<file path="config.mk">
export PLATFORM = sky130hd
export DESIGN_NAME = fjd_array_flat
export DESIGN_NICKNAME = d
export VERILOG_FILES = /design/src/rtl/fjd_array_if.sv /design/src/rtl/fjd_array.sv /design/src/flat_wrapper.sv
export SDC_FILE = /design/constraint.sdc
export NUM_CORES = 1
export LEC_CHECK = 0
export CORE_MARGIN = 2
export CORE_UTILIZATION = 42
export DETAILED_ROUTE_END_ITERATION = 10
export PLACE_DENSITY = 0.75
export SLEW_MARGIN = 20
export SYNTH_ARGS = -nofsm -noshare
export SYNTH_HDL_FRONTEND = slang
export SYNTH_SLANG_ARGS = --single-unit
export TNS_END_PERCENT = 100
</file>
<file path="constraint.sdc">
create_clock -name CK -period 3.29 [get_ports CK]
set_clock_uncertainty 0.1 [all_clocks]
set_input_delay 0.987 -clock CK [delete_from_list [all_inputs] [get_ports CK]]
set_output_delay 0.987 -clock CK [all_outputs]
set_load 0.03 [all_outputs]
</file>
<file path="src/rtl/fjd_array_if.sv">
// Control and data bundle for one fjd_array bank: mode/data inputs, flop outputs and cascade taps.
interface fjd_array_if #(parameter int WIDTH = 8);
  logic             CE;
  logic [1:0]       MODE;
  logic [WIDTH-1:0] J;
  logic [WIDTH-1:0] K;
  logic             UP;
  logic             SI;
  logic [WIDTH-1:0] Q;
  logic [WIDTH-1:0] nQ;
  logic             CO;
  logic             SO;

  modport master (output CE, MODE, J, K, UP, SI, input Q, nQ, CO, SO);
  modport slave  (input CE, MODE, J, K, UP, SI, output Q, nQ, CO, SO);
endinterface

</file>
<file path="src/rtl/fjd_array.sv">
// Bank of WIDTH JK flops with per-bit JK, up/down count, shift and parallel-load modes.
// CO/SO let several banks be chained into wider counters or shift registers.
module fjd_jk_cell #(
  parameter logic RST_BIT = 1'b0
) (
  input  logic       CK,
  input  logic       CL,
  input  logic       i_ce,
  input  logic [1:0] i_mode,
  input  logic       i_j,
  input  logic       i_k,
  input  logic       i_tgl,
  input  logic       i_sin,
  output logic       o_q
);
  logic r_q;
  logic w_d;

  always_comb begin
    w_d = r_q;
    case (i_mode)
      2'b00: begin
        case ({i_j, i_k})
          2'b01:   w_d = 1'b0;
          2'b10:   w_d = 1'b1;
          2'b11:   w_d = ~r_q;
          default: w_d = r_q;
        endcase
      end
      2'b01:   w_d = r_q ^ i_tgl;
      2'b10:   w_d = i_sin;
      default: w_d = i_j;
    endcase
  end

  always_ff @(posedge CK or posedge CL) begin
    if (CL)        r_q <= RST_BIT;
    else if (i_ce) r_q <= w_d;
  end

  assign o_q = r_q;
endmodule

module fjd_array #(
  parameter int               WIDTH     = 8,
  parameter logic [WIDTH-1:0] RESET_VAL = '0
) (
  input  logic       CK,
  input  logic       CL,
  fjd_array_if.slave bus
);
  logic [WIDTH-1:0] w_q;
  logic [WIDTH-1:0] w_tgl;
  logic [WIDTH-1:0] w_sin;

  // Ripple toggle enables: bit i flips when every lower bit is 1 (up) or 0 (down).
  always_comb begin
    logic w_a1;
    logic w_a0;
    w_tgl = '0;
    w_a1  = 1'b1;
    w_a0  = 1'b1;
    for (int i = 0; i < WIDTH; i++) begin
      w_tgl[i] = bus.UP ? w_a1 : w_a0;
      w_a1     = w_a1 & w_q[i];
      w_a0     = w_a0 & ~w_q[i];
    end
  end

  generate
    if (WIDTH == 1) begin : g_sin1
      assign w_sin = bus.SI;
    end else begin : g_sinn
      assign w_sin = {w_q[WIDTH-2:0], bus.SI};
    end
  endgenerate

  genvar g;
  generate
    for (g = 0; g < WIDTH; g++) begin : g_lane
      fjd_jk_cell #(.RST_BIT(RESET_VAL[g])) u_cell (
        .CK     (CK),
        .CL     (CL),
        .i_ce   (bus.CE),
        .i_mode (bus.MODE),
        .i_j    (bus.J[g]),
        .i_k    (bus.K[g]),
        .i_tgl  (w_tgl[g]),
        .i_sin  (w_sin[g]),
        .o_q    (w_q[g])
      );
    end
  endgenerate

  assign bus.Q  = w_q;
  assign bus.nQ = ~w_q;
  assign bus.SO = w_q[WIDTH-1];
  assign bus.CO = bus.CE & (bus.MODE == 2'b01) & (bus.UP ? (&w_q) : ~(|w_q));
endmodule

</file>
<file path="src/flat_wrapper.sv">
// flat-port wrapper written by rule: the top's interface ports become plain ports
module fjd_array_flat 
#(
  parameter int               WIDTH     = 8,
  parameter logic [WIDTH-1:0] RESET_VAL = '0
)
  (CK, CL, bus_CE, bus_MODE, bus_J, bus_K, bus_UP, bus_SI, bus_Q, bus_nQ, bus_CO, bus_SO);
  fjd_array_if #(.WIDTH(WIDTH)) bus_i ();
  input  logic CK;
  input  logic CL;
  input wire logic [$bits(bus_i.CE)-1:0] bus_CE;
  input wire logic [$bits(bus_i.MODE)-1:0] bus_MODE;
  input wire logic [$bits(bus_i.J)-1:0] bus_J;
  input wire logic [$bits(bus_i.K)-1:0] bus_K;
  input wire logic [$bits(bus_i.UP)-1:0] bus_UP;
  input wire logic [$bits(bus_i.SI)-1:0] bus_SI;
  output wire logic [$bits(bus_i.Q)-1:0] bus_Q;
  output wire logic [$bits(bus_i.nQ)-1:0] bus_nQ;
  output wire logic [$bits(bus_i.CO)-1:0] bus_CO;
  output wire logic [$bits(bus_i.SO)-1:0] bus_SO;
  assign bus_i.CE = bus_CE;
  assign bus_i.MODE = bus_MODE;
  assign bus_i.J = bus_J;
  assign bus_i.K = bus_K;
  assign bus_i.UP = bus_UP;
  assign bus_i.SI = bus_SI;
  assign bus_Q = bus_i.Q;
  assign bus_nQ = bus_i.nQ;
  assign bus_CO = bus_i.CO;
  assign bus_SO = bus_i.SO;
  fjd_array #(.WIDTH(WIDTH), .RESET_VAL(RESET_VAL)) u_core (.CK(CK), .CL(CL), .bus(bus_i));
endmodule
</file>
==> summary.txt <==
CTS
  – Htree depth: 1
  – CTS root buf: clkbuf_4
  – Clock Sinks: 8
  – CTS clk-pin slew, worst paths: around 60 ps
  – Clock latency on the worst-skew pair: around 270 ps
  – Longest Clk Path Bufs: 2
  – CTS Hold Bufs: 0
  – Num CTS Buffers: 3
  – TritonCTS clock tree: built

Yosys
  – Mean Syn Cell Area: approximately 8 µm²
  – Ys Warns: 0
  – Seq cells post-synth: 8
  – Register area share after synthesis: ~16%
  – Synthesized net count: 200
  – Synthesized instance count: 161
  – Most used flip-flop cell after synthesis: dfrtp_1
  – Post-synth top area share: between 10% and 20%
  – Cell taking the most area after synthesis: dfrtp_1
  – Netlist cell types: 50
  – Main area contributors after synthesis: dfrtp_1 16%, ha_1 16%, inv_1 6.5%
  – Number of synthesized flops with an enable pin: 0
  – Async S/R FF share, synth: 100%
  – Syn Std Cell Area: approximately 0.0013 mm²

Layout
  – Design area: ~0.0017 mm²
  – Max reg flops: 8
  – Number of fill cells: 259
  – Final net count: ~240
  – Share of post-route cells with drive strength above 1: approximately 14%
  – Layout area overhead: 35.6%
  – Diode count: 0

Floorplan
  – Total core area: 0.00281 mm²
  – Die area: roughly 0.0035 mm²
  – Initial Utilization: 45.0%
  – Die H: 58.8 µm
  – Die W: between 50 and 60 µm
  – Ports: slightly above 40
  – Rows: 19

Timing
  – Fmax: slightly below 0.3 GHz
  – Final worst-path cycle share: 105%
  – RSZ-0062 raised after global routing: yes
  – # setup viols final: 1
  – Min Tclk post-route: approximately 3400 ps
  – Normalized max-slew margin: roughly 74%
  – Fin worst setup slack: -157 ps
  – Worst Tran Pin Value: approximately 390 ps
  – Endpoints failing hold: 0
  – Pins Over Slew Limit: 0
  – Hold slack: 555 ps

Critical path
  – CP endpoint kind: output port
  – Critical Path AT: 2360 ps
  – Startpoint Class: primary input
  – Reg2reg path depth: 6
  – Slowest-stage cell, CP: or4_4
  – CP peak stage delay: between 400 and 500 ps
  – Crit Reg-Reg Startpoint: u_core.g_lane[0].u_cell.o_q$_DFFE_PP0P_
  – CP Launch Point: bus_UP
  – Setup crit end: bus_CO
  – WS Path Type: in2out
  – R2r setup slk: approximately 960 ps
  – R2r endpoint: u_core.g_lane[4].u_cell.o_q$_DFFE_PP0P_
  – CP required: 2200 ps
  – CP Max Fanout: 2
  – Critical path cell sequence: buf_6 > or4_4 > or4_4 > nor2_4 > o211a_4 > buf_6

Outcome
  – Status: finished, violations left
  – Violated checks: design-rule violations, negative setup slack

Flow run
  – Maxcap violations: 0

Global route
  – Tot GR Track Use: 21.2%
  – Total gr overflow: 0
  – Number of global-route vias before repair: approximately 1.3k
  – Initial antenna violation count: 0
  – First-pass GRT wire length: roughly 5700 µm
  – Largest net degree at the start of global routing: 26

Drt
  – DRC: 2
  – Post-route ant nets: 0
  – Vias per cell: between 5 and 6
  – Routed length per placed instance: around 15 µm
  – Drt first pass iters: 7
  – Final wirelength: approximately 3500 µm
  – Total number of vias: between 1k and 1.5k
  – Iteration-0 DRC Markers: 80

Power and ir drop
  – Pleak: 0.785 nW
  – Worst vdd ir: 0.178 mV
  – PD cells: around 360 mW/mm²

Worst hold path
  – Worst hold path type: reg2reg

Placed design
  – Estimated wirelength of the detail-placed design: between 2000 and 3000 µm
  – Port Buffers: 40
  – Area after DPL: 0.00166 mm²
  – Routability cong.: ~0.86
through the flow:
step / total power, mW / TNS, ps / std cells / utilization [%] / worst slack [ps]
finish: 0.610 / -157 / 228 / 61.0 / -157
global route: 0.644 / -178 / 228 / 61.0 / -178
floorplan: 0.391 / -88.3 / 161 / - / -88.3
detailed placement: 0.519 / -544 / 223 / 59.3 / -544
global placement: 0.509 / -508 / 223 / 59.3 / -508
CTS: 0.607 / -303 / 227 / 60.7 / -303
timing repair:
| item | CTS | global route |
|---|---|---|
| resized for setup | 7 | 0 |
| pin swaps | 4 | 4 |
| setup endpoints to repair | 1 | 1 |
| buffers inserted | 1 | 1 |
area by class of cell:
type	instances	area, µm²	area share [%]
Clock buffer	3	22.5	1.32
Timing Repair Buffer	51	485	28.4
Multi-Input combinational cell	113	882	51.5
Tap cell	31	38.8	2.27
Sequential cell	8	200	11.7
Inverter	22	82.6	4.82
placed cells by master (no fill, tap or decap), drive strengths merged, types with 5 or more instances in the layout:
cell type	synthesis	routed
dfrtp	8	8
inv	22	22
o21ai	10	10
clkdlybuf4s50	0	38
nand2	8	8
nand2b	8	8
a21oi	7	7
ha	16	16
nor2	5	5
buf	10	13
how the worst min path moves through the flow:
stage	slack (ps)	to	startpoint	depth (start not counted)
after global placement	510	u_core.g_lane[6].u_cell.o_q$_DFFE_PP0P_	u_core.g_lane[6].u_cell.o_q$_DFFE_PP0P_	2
after floorplan	450	u_core.g_lane[6].u_cell.o_q$_DFFE_PP0P_	u_core.g_lane[6].u_cell.o_q$_DFFE_PP0P_	2
after global routing	590	u_core.g_lane[5].u_cell.o_q$_DFFE_PP0P_	u_core.g_lane[5].u_cell.o_q$_DFFE_PP0P_	1
after detailed placement	520	u_core.g_lane[6].u_cell.o_q$_DFFE_PP0P_	u_core.g_lane[6].u_cell.o_q$_DFFE_PP0P_	2
after CTS	540	u_core.g_lane[6].u_cell.o_q$_DFFE_PP0P_	u_core.g_lane[6].u_cell.o_q$_DFFE_PP0P_	2
final	550	u_core.g_lane[5].u_cell.o_q$_DFFE_PP0P_	u_core.g_lane[5].u_cell.o_q$_DFFE_PP0P_	1
cell usage after synthesis, types with 2 or more instances:
cell and number:
or2_2 2, o211ai_1 2, nand2b_1 8, o21a_1 3, nand3_1 3, o211a_1 3
o32ai_1 2, nor2_1 5, o21ai_0 10, or4_4 2, and3_1 3, ha_1 16
dfrtp_1 8, o31a_1 3, a32oi_1 2, o31ai_1 2, inv_1 22, a211o_1 2
nand2_1 8, clkbuf_1 8, buf_4 8, a21oi_1 7, mux2i_1 2, buf_6 2
nand4_1 2, a31oi_1 2
critical path, delay by kind of cell:
kind            cells  cell delay (ps)
buf+inv             2              210
simple gates        3              980
compound gates      1              170
per-layer routing:
layer / share of wire, % / routed length [µm] / vias up / GRT usage [%]
met5: 0 / 0 / - / 0
met4: 1.3 / 44 / 0 / 6.82
li1: - / - / 646 / -
met1: 42 / 1460 / 637 / 26.2
met3: 7.3 / 255 / 7 / 4.18
met2: 50 / 1750 / 67 / 36.7
where the power goes:
group | total (mW) | leakage [nW] | switching, mW | internal, mW
registers | 0.151 | 0.0938 | 0.0341 | 0.117
logic | 0.373 | 0.678 | 0.206 | 0.167
clock network | 0.0858 | 0.0138 | 0.0435 | 0.0423
cell families after synthesis:
family	count (synthesis)	synth area share [%]
AOI/OAI and AO/OA	54	31.9
buffers and inverters	40	15.5
and+or+nand+nor	39	17.7
adders and majority gates	16	15.9
DFF	8	15.9
muxes	3	2.48
xor gates and xnor gates	1	0.694
Power figures use the tool's default switching activity.
